==> config.mk <==
export PLATFORM = sky130hd
export DESIGN_NAME = transpose_buffer_flat
export DESIGN_NICKNAME = d
export VERILOG_FILES = /design/src/rtl/transpose_buffer_if.sv /design/src/rtl/transpose_buffer.sv /design/src/flat_wrapper.sv
export SDC_FILE = /design/constraint.sdc
export NUM_CORES = 2
export LEC_CHECK = 0
export CAP_MARGIN = 10
export CORE_ASPECT_RATIO = 0.7
export CORE_MARGIN = 2
export CORE_UTILIZATION = 50
export CTS_BUF_LIST = sky130_fd_sc_hd__clkbuf_8
export CTS_CLUSTER_DIAMETER = 80
export DETAILED_ROUTE_END_ITERATION = 10
export PLACE_DENSITY_LB_ADDON = 0.05
export SETUP_SLACK_MARGIN = 0.4
export SLEW_MARGIN = 20
export SYNTH_ARGS = -nofsm -noshare
export SYNTH_HDL_FRONTEND = slang
export SYNTH_SLANG_ARGS = --single-unit
==> constraint.sdc <==
create_clock -name clk -period 7.32 [get_ports clk]
set_clock_uncertainty 0.2 [all_clocks]
set_input_delay 0.732 -clock clk [delete_from_list [all_inputs] [get_ports clk]]
set_output_delay 0.732 -clock clk [all_outputs]
set_load 0.05 [all_outputs]
==> src/rtl/transpose_buffer_if.sv <==
// ---------------------------------------------------------------------------
// transpose_buffer_if
//
// Handshake bundle for transpose_buffer.
//   Row side    : in_valid / in_ready / in_data    (COLS-bit row words)
//   Column side : out_valid / out_ready / out_data (ROWS-bit column words)
//                 out_last marks the final column of a matrix.
//
// Modports
//   master : the producer/consumer environment around the buffer
//   slave  : the transpose_buffer itself
// ---------------------------------------------------------------------------
interface transpose_buffer_if #(
  parameter int ROWS = 32,
  parameter int COLS = 64
);
  logic            in_valid;
  logic            in_ready;
  logic [COLS-1:0] in_data;
  logic            out_valid;
  logic            out_ready;
  logic [ROWS-1:0] out_data;
  logic            out_last;

  modport master (
    output in_valid,
    output in_data,
    output out_ready,
    input  in_ready,
    input  out_valid,
    input  out_data,
    input  out_last
  );

  modport slave (
    input  in_valid,
    input  in_data,
    input  out_ready,
    output in_ready,
    output out_valid,
    output out_data,
    output out_last
  );
endinterface

==> src/rtl/transpose_buffer.sv <==
// ---------------------------------------------------------------------------
// transpose_buffer
//
// Sequential bit-matrix transpose. Captures a ROWS x COLS bit matrix one row
// word per accepted cycle (FILL), then streams the transpose out one column
// word per accepted cycle (DRAIN). Fill and drain never overlap, so one
// matrix costs at least ROWS + COLS cycles.
//
// Parameters
//   ROWS : rows per matrix, also the output word width   (>= 2)
//   COLS : input row width, also the columns per matrix  (>= 2)
//
// Ports
//   clk      : clock, all state updates on the rising edge
//   reset    : synchronous, active-high; abandons any matrix in progress
//   in_flush : (only with TRANSPOSE_FLUSH_EN) drain a partially filled matrix
//   bus      : transpose_buffer_if.slave
//                in_valid/in_ready/in_data    row handshake
//                out_valid/out_ready/out_data column handshake
//                out_last                     final column of the matrix
//   busy     : a matrix is partially filled or draining
//
// Optional feature
//   TRANSPOSE_FLUSH_EN : adds in_flush. A flush in FILL with at least one row
//   written (or being written this cycle) starts DRAIN early; rows that were
//   never written read as 0 in out_data.
//
// Storage is deliberately not reset. Rows beyond the valid row count are
// masked on the read side, so stale contents never reach out_data.
// ---------------------------------------------------------------------------
module transpose_buffer #(
  parameter int ROWS = 32,
  parameter int COLS = 64
) (
  input  logic                clk,
  input  logic                reset,
`ifdef TRANSPOSE_FLUSH_EN
  input  logic                in_flush,
`endif
  transpose_buffer_if.slave   bus,
  output logic                busy
);

  localparam int RCW = $clog2(ROWS) + 1;
  localparam int CCW = $clog2(COLS) + 1;
  localparam int CIW = $clog2(COLS);

  typedef enum logic {
    FILL  = 1'b0,
    DRAIN = 1'b1
  } state_t;

  state_t          state;
  logic [RCW-1:0]  row_cnt;
  logic [CCW-1:0]  col_cnt;
  logic            in_ready_r;
  logic            out_valid_r;
  logic            out_last_r;

  logic [COLS-1:0] mem [ROWS];

  logic            row_hs;
  logic            col_hs;
  logic            last_row;
  logic            last_col;
  logic            flush_go;
  logic [ROWS-1:0] col_word;

  // Handshake qualifiers. in_ready/out_valid mirror the state register,
  // so a row can only land in FILL and a column only leaves in DRAIN.
  assign row_hs   = bus.in_valid  & in_ready_r;
  assign col_hs   = bus.out_ready & out_valid_r;
  assign last_row = (row_cnt == RCW'(ROWS - 1));
  assign last_col = (col_cnt == CCW'(COLS - 1));

`ifdef TRANSPOSE_FLUSH_EN
  // A flush needs something to drain: either rows already written or a
  // row landing on this very edge, which is then included in the matrix.
  assign flush_go = in_flush & in_ready_r & ((row_cnt != '0) | row_hs);
`else
  assign flush_go = 1'b0;
`endif

  // Control FSM: state, counters and registered handshake outputs.
  always_ff @(posedge clk) begin
    if (reset) begin
      state       <= FILL;
      row_cnt     <= '0;
      col_cnt     <= '0;
      in_ready_r  <= 1'b1;
      out_valid_r <= 1'b0;
      out_last_r  <= 1'b0;
    end else begin
      case (state)
        FILL: begin
          out_last_r <= 1'b0;
          if (row_hs) begin
            row_cnt <= row_cnt + RCW'(1);
          end
          // row_cnt keeps the number of rows written; it becomes the
          // read mask for the whole drain.
          if ((row_hs && last_row) || flush_go) begin
            state       <= DRAIN;
            col_cnt     <= '0;
            in_ready_r  <= 1'b0;
            out_valid_r <= 1'b1;
          end
        end
        DRAIN: begin
          if (col_hs) begin
            if (last_col) begin
              state       <= FILL;
              row_cnt     <= '0;
              col_cnt     <= '0;
              in_ready_r  <= 1'b1;
              out_valid_r <= 1'b0;
              out_last_r  <= 1'b0;
            end else begin
              col_cnt    <= col_cnt + CCW'(1);
              // Flag the column that will be presented next cycle.
              out_last_r <= (col_cnt == CCW'(COLS - 2));
            end
          end
        end
        default: begin
          state       <= FILL;
          row_cnt     <= '0;
          col_cnt     <= '0;
          in_ready_r  <= 1'b1;
          out_valid_r <= 1'b0;
          out_last_r  <= 1'b0;
        end
      endcase
    end
  end

  // Row storage: data only, no reset.
  always_ff @(posedge clk) begin
    if (row_hs) begin
      mem[row_cnt[RCW-2:0]] <= bus.in_data;
    end
  end

  // Column read: bit r of the column word is element [r][col_cnt], forced
  // to 0 for rows that were not written in this matrix.
  always_comb begin
    col_word = '0;
    if (out_valid_r) begin
      for (int r = 0; r < ROWS; r++) begin
        if (RCW'(r) < row_cnt) begin
          col_word[r] = mem[r][col_cnt[CIW-1:0]];
        end
      end
    end
  end

  assign bus.in_ready  = in_ready_r;
  assign bus.out_valid = out_valid_r;
  assign bus.out_data  = col_word;
  assign bus.out_last  = out_last_r;
  assign busy          = (row_cnt != '0) | (state == DRAIN);

endmodule

==> src/flat_wrapper.sv <==
// flat-port wrapper written by rule: the top's interface ports become plain ports
module transpose_buffer_flat 
#(
  parameter int ROWS = 32,
  parameter int COLS = 64
)
  (clk, reset, busy, bus_in_valid, bus_in_data, bus_out_ready, bus_in_ready, bus_out_valid, bus_out_data, bus_out_last);
  transpose_buffer_if #(.ROWS(ROWS), .COLS(COLS)) bus_i ();
  input  logic clk;
  input  logic reset;
  output logic busy;
  input wire logic [$bits(bus_i.in_valid)-1:0] bus_in_valid;
  input wire logic [$bits(bus_i.in_data)-1:0] bus_in_data;
  input wire logic [$bits(bus_i.out_ready)-1:0] bus_out_ready;
  output wire logic [$bits(bus_i.in_ready)-1:0] bus_in_ready;
  output wire logic [$bits(bus_i.out_valid)-1:0] bus_out_valid;
  output wire logic [$bits(bus_i.out_data)-1:0] bus_out_data;
  output wire logic [$bits(bus_i.out_last)-1:0] bus_out_last;
  assign bus_i.in_valid = bus_in_valid;
  assign bus_i.in_data = bus_in_data;
  assign bus_i.out_ready = bus_out_ready;
  assign bus_in_ready = bus_i.in_ready;
  assign bus_out_valid = bus_i.out_valid;
  assign bus_out_data = bus_i.out_data;
  assign bus_out_last = bus_i.out_last;
  transpose_buffer #(.ROWS(ROWS), .COLS(COLS)) u_core (.clk(clk), .reset(reset), .bus(bus_i), .busy(busy));
endmodule
# Yosys cells after proc, flatten, opt, wreduce, memory -nomap -nowiden
# Memory sizes are Yosys's and may differ from the RTL's.
# Cells that the tools add are included.
# Widths: inputs -> output; s select.
# word_totals
in_bits	68
elab_cells	180
out_inout_bits	36
ff_bits	17
memories	1
ramBits	2048
# op_classes
n_lt_le_gt_ge	33
bitwise	4
n_mux	122
n_eq_ne	7
addsub	2
reduce_logical	5
# mem_list
name	depth	width	rd	rd_ports_with_merged_regs	write_ports	line_no	text
u_core.mem	32	64	32	0	1	transpose_buffer.sv:60	logic [COLS-1:0] mem [ROWS];
# ops
op	count
$bmux 1 s6	32
$lt 5x6->1 const A	16
$mux 1	77
$lt 4x6->1 const A	8
$mux 32	1
$lt 3x6->1 const A	4
$mux 7	3
$mux 6	3
$eq 7x6->1 const B	2
$pmux 7 s2	1
$lt 1x6->1 const A	2
$lt 2x6->1 const A	2
$pmux 6 s2	1
$pmux 1 s2	4
$add 7x1->7 const B	1
$lt 6x7->1 const B	1
$add 6x1->6 const B	1
$eq 6x5->1 const B	1
$reduce_and 3->1	2
$reduce_bool 6->1	1
$ne 2x1->1 const B	2
$ne 2x2->1 const B	2
$and 1x1->1	2
$reduce_and 2->1	1
3 further kinds	3

# Logic depth before layout (Yosys ltp)
# An unclocked memory read counts as a cell.
# depth
ltp_word	5
mapped_depth	12
mapped_depth_nobuf	7

# Worst setup path before layout
# Ideal clock, no wire load.
# synth_timing
path_type	register -> register
from	reg u_core.row_cnt[1]
to	mem u_core.mem[12][0], enable pin
slack_ns	0.896
t_required_ns	6.556
period_less_slack_ns	6.424
arrival_time_ns	5.659
setup_time_ns	0.564
n_path_buf	2
stages_incl_launch_ff	7
path_cell_list	dfxtp_1 > clkbuf_1 > inv_1 > ha_1 > clkbuf_1 > nand3_1 > nor3_1
# synth_lines
item	line_no	text
start: declaration	transpose_buffer.sv:54	logic [RCW-1:0] row_cnt;
start signal: assignment	transpose_buffer.sv:98	row_cnt <= row_cnt + RCW'(1);
end: declaration	transpose_buffer.sv:60	
# Straight into the memory's write port.

# Final worst setup path
# layout_timing
from	reg u_core.col_cnt[0]
to	out bus_out_data[3]
# layout_via
elab_chain_cells	4
# layout_rtl
item	line_no	text
start: declaration	transpose_buffer.sv:55	logic [CCW-1:0] col_cnt;
start signal: assignment	transpose_buffer.sv:119	col_cnt <= col_cnt + CCW'(1);
$bmux 1 s6	transpose_buffer.sv:151	col_word[r] = mem[r][col_cnt[CIW-1:0]];
$mux 1 (implied by the code)	transpose_buffer.sv:151	
$mux 1	transpose_buffer.sv:150	if (RCW'(r) < row_cnt) begin
$mux 32	transpose_buffer.sv:148	if (out_valid_r) begin
end: declaration	flat_wrapper.sv:17	output wire logic [$bits(bus_i.out_data)-1:0] bus_out_data;
# Every way passes these cells. The select of a mux whose other input is x is not followed.

==> impl_metrics.env <==
export IMPL_run_status="completed"
export IMPL_h_tree_lvl_count=5
export IMPL_fp_dieH_microns=338.1
export IMPL_hpwlAfterDp_mm=137.9
export IMPL_drt_pre_antenna_iters=8
export IMPL_post_synth_main_area_contributors="sky130_fd_sc_hd__edfxtp_1, sky130_fd_sc_hd__mux4_2, sky130_fd_sc_hd__mux2i_1"
export IMPL_maxSlewViolCount=0
export IMPL_drt_antenna_violating_nets=0
export IMPL_core_area_sq_mm=0.1581
export IMPL_worst_ep_required_time_ns=6.39
export IMPL_remaining_drcs=0
export IMPL_ir_drop_v=0.0002256
export IMPL_initialDrtViolationCount=6626
export IMPL_postCtsResizedCells=0
export IMPL_yosys_most_used_dff="sky130_fd_sc_hd__edfxtp_1"
export IMPL_final_core_utilization=0.5658
export IMPL_number_of_antenna_violations_at_the_first_check_in_global_routing=25
export IMPL_worstPathMaxFanout=63
export IMPL_yosys_warnings=0
export IMPL_power_frac_comb=0.022
export IMPL_clk_root_buffer_cell="sky130_fd_sc_hd__clkbuf_8"
export IMPL_grtUsageMet1=0.4661
export IMPL_cell_pwr_density_mw_per_mm2=248.9
export IMPL_cellLeakagePower_nw=27.77
export IMPL_num_io_pins=104
export IMPL_number_of_enable_flip_flop_cells_after_synthesis=2048
export IMPL_peak_clock_frequency_supported_by_timing_ghz=0.1470
export IMPL_number_of_global_route_vias_before_repair=41150
export IMPL_start_kind="flip-flop"
export IMPL_drive_above_1_share=0.2780
export IMPL_fin_tns_setup_ns=0
export IMPL_setup_viol=0
export IMPL_via_per_inst=6.664
export IMPL_cts_hold_repair_buffers=0
export IMPL_critPathKind="flip-flop to output pin"
export IMPL_period_share=0.9293
export IMPL_final_seq_area_sq_mm=0.06186
export IMPL_drv_cap=0
export IMPL_wirelength_mm=245.0
export IMPL_synthesis_area_sq_mm=0.07972
export IMPL_worst_skew_pair_late_latency_ns=1.01
export IMPL_unrepaired_setup_endpoints_after_global_routing="false"
export IMPL_synth_yosys_seq_area_share=0.7757
export IMPL_timing_slew_headroom=0.09328
export IMPL_crit_path_end_kind="output pin"
export IMPL_dieArea_sq_mm=0.1627
export IMPL_grt_util_met2=0.4269
export IMPL_layout_setup_ws_ns=0.5178
export IMPL_worstPathArrival_ns=5.87
export IMPL_synth_ff_latch_count=2065
export IMPL_grt_busiest_layer="met1"
export IMPL_clock_tree_from_tritoncts="done"
export IMPL_fin_hold_ws_ns=0.06815
export IMPL_net_switching_power_mw=4.817
export IMPL_detail_routed_net_length_per_standard_cell_microns=38.94
export IMPL_clock_path_buffers=4
export IMPL_synthDistinctLibCells=71
export IMPL_cts_buffers=325
export IMPL_pwr_share_seq=0.587
export IMPL_finalNetCount=4033
export IMPL_power_switching_fraction=0.2163
export IMPL_dr_total_vias=41930
export IMPL_overflow=0
export IMPL_synth_net_count=3640
export IMPL_synth_largest_area_cell="sky130_fd_sc_hd__edfxtp_1"
export IMPL_placement_io_buffers=103
export IMPL_numClockSinks=2065
export IMPL_grt_use_met3=0.07398
export IMPL_tightestPinTransition_ns=1.349
export IMPL_layout_min_cycle_time_ns=6.802
export IMPL_layout_overhead_on_the_synthesized_area_pct=12.23
export IMPL_grt_first_pass_wirelength_mm=334.2
export IMPL_pre_cts_ws_ns=1.714
export IMPL_finalWeightedCongestion=0.9243
export IMPL_power_report_internal_total_mw=17.45
export IMPL_async_reset_ff_frac=0
export IMPL_multi_input_area_sq_mm=0.01694
export IMPL_synth_top_cell_area_share=0.7714
export IMPL_gr_usage_all_layers=0.3032
export IMPL_clk_pin_slew_worst_paths_ns=0.07
export IMPL_p_clk_frac=0.391
export IMPL_nFillCells=11760
export IMPL_grt_start_max_net_pins=91
export IMPL_finalPower_mw=22.27
export IMPL_die_w_microns=481.3
export IMPL_core_rowCount=122
export IMPL_syn_area_per_cell_sq_um=22.36
export IMPL_post_synth_inst_count=3565
export IMPL_post_cts_setup_repair_buffer_count=0
export IMPL_hold_viol=0
export IMPL_initial_utilization=0.5041
export IMPL_worst_hold_path_type="input port to flip-flop"
-- metrics by stage --
| step | instance area (sq um) | cells |
|---|---|---|
| 3_5_place_dp | 83780 | 5734 |
| 5_1_grt | 89460 | 6284 |
| 4_1_cts | 89310 | 6276 |
| 6_report | 89470 | 6291 |
| 3_3_place_gp | 83560 | 5724 |
| 2_1_floorplan | 79720 | 3565 |
-- worst max-delay path: stages, from the launching register on --
cell and delay, ns:
sky130_fd_sc_hd__dfxtp_4 0.87, sky130_fd_sc_hd__buf_12 0.52, sky130_fd_sc_hd__buf_12 0.34, sky130_fd_sc_hd__buf_4 0.31, sky130_fd_sc_hd__mux4_2 0.25, sky130_fd_sc_hd__mux4_2 0.23, sky130_fd_sc_hd__nor2_1 0.10, sky130_fd_sc_hd__o31ai_1 1.14
sky130_fd_sc_hd__clkdlybuf4s50_1 1.00
-- sequential cells by signal (all words and copies together) (netlist names) --
name	count
u_core.bus.in_ready	1
u_core.bus.out_last	1
u_core.bus.out_valid	1
u_core.col_cnt	7
u_core.mem	2048
u_core.row_cnt	6
u_core.state	1
-- placed cells by master (no fill, tap or decap), drive strengths merged, types with 5 or more instances in the layout --
| cell type | instances |
|---|---|
| or3 | 6 |
| dfxtp | 17 |
| nand3b | 9 |
| inv | 122 |
| mux4 | 521 |
| or2 | 7 |
| nand2b | 10 |
| edfxtp | 2048 |
| a22oi | 11 |
| o21a | 6 |
| and3 | 11 |
| nand2 | 127 |
| clkdlybuf4s50 | 64 |
| o221ai | 11 |
| o2111ai | 6 |
| nor2b | 12 |
| diode | 10 |
| o22ai | 33 |
| a2111oi | 26 |
| nor3 | 29 |
| and2 | 5 |
| a221oi | 10 |
| clkinv | 87 |
| ha | 7 |
| a32oi | 8 |
| clkbuf | 337 |
| a21oi | 42 |
| mux2i | 106 |
| o21ai | 54 |
| nand3 | 29 |
| nor4 | 6 |
| nand4 | 7 |
| a31oi | 12 |
| buf | 197 |
| mux2 | 8 |
| o31ai | 7 |
| nor2 | 102 |
-- cell families after synthesis --
family	synth area share
flops	0.7757
simple gates	0.02138
xor+xnor	0.0006592
mux	0.1616
compound gates	0.02422
fa+ha+maj	0.001099
buf+inv	0.01533
-- routing by layer --
metal	share of wire	wire length (microns)
met2	0.43	105800
met4	0.034	8392
met3	0.12	28720
met5	0.000098	24
met1	0.42	102000
-- power groups by stage --
stage | Clock, mW | Sequential [mW] | Combinational (mW)
floorplan | 0 | 13.3 | 0.0610
global placement | 0 | 13.3 | 0.474
detailed placement | 0 | 13.3 | 0.489
CTS | 8.85 | 13.1 | 0.489
global route | 9.34 | 13.1 | 0.499
finish | 8.70 | 13.1 | 0.489
-- synthesized netlist by cell type, types with 8 or more instances --
master	number
sky130_fd_sc_hd__nor2b_1	12
sky130_fd_sc_hd__mux2_2	8
sky130_fd_sc_hd__a21oi_1	42
sky130_fd_sc_hd__o22ai_1	33
sky130_fd_sc_hd__o221ai_1	11
sky130_fd_sc_hd__nand2b_1	10
sky130_fd_sc_hd__mux4_2	521
sky130_fd_sc_hd__buf_6	28
sky130_fd_sc_hd__nor3_1	29
sky130_fd_sc_hd__buf_1	18
sky130_fd_sc_hd__edfxtp_1	2048
sky130_fd_sc_hd__a22oi_1	11
sky130_fd_sc_hd__nor2_1	102
sky130_fd_sc_hd__buf_2	57
sky130_fd_sc_hd__mux2i_1	106
sky130_fd_sc_hd__a31oi_1	12
sky130_fd_sc_hd__o21ai_0	38
sky130_fd_sc_hd__nand3_1	28
sky130_fd_sc_hd__clkbuf_1	55
sky130_fd_sc_hd__buf_4	35
sky130_fd_sc_hd__a221oi_1	10
sky130_fd_sc_hd__dfxtp_1	17
sky130_fd_sc_hd__a2111oi_0	24
sky130_fd_sc_hd__nand3b_1	9
sky130_fd_sc_hd__nand2_1	127
sky130_fd_sc_hd__a32oi_1	8
sky130_fd_sc_hd__o21ai_1	16
sky130_fd_sc_hd__and3_1	11
-- worst paths after layout --
| path | slack (ns) | cells after the start | start | end |
|---|---|---|---|---|
| max | 0.52 | 8 | u_core.col_cnt[0]$_SDFFE_PP0P_ | bus_out_data[3] |
| min | 0.07 | 1 | bus_in_data[10] | u_core.mem[20][10]$_DFFE_PP_ |
| max reg2reg | 2.88 | 5 | u_core.row_cnt[1]$_SDFFE_PP0P_ | u_core.mem[20][50]$_DFFE_PP_ |
| min reg2reg | 0.36 | 1 | u_core.col_cnt[6]$_SDFFE_PP0P_ | u_core.col_cnt[6]$_SDFFE_PP0P_ |
-- final cells by class --
class,count,area share
Clock inverter,206,0.01010
Tap cell,2108,0.02948
Clock buffer,336,0.05169
Inverter,10,0.0005174
Sequential cell,2065,0.6913
Antenna cell,10,0.0002797
Multi-Input combinational cell,1294,0.1893
Timing Repair Buffer,262,0.02727
(Power assumes the default switching activity.)
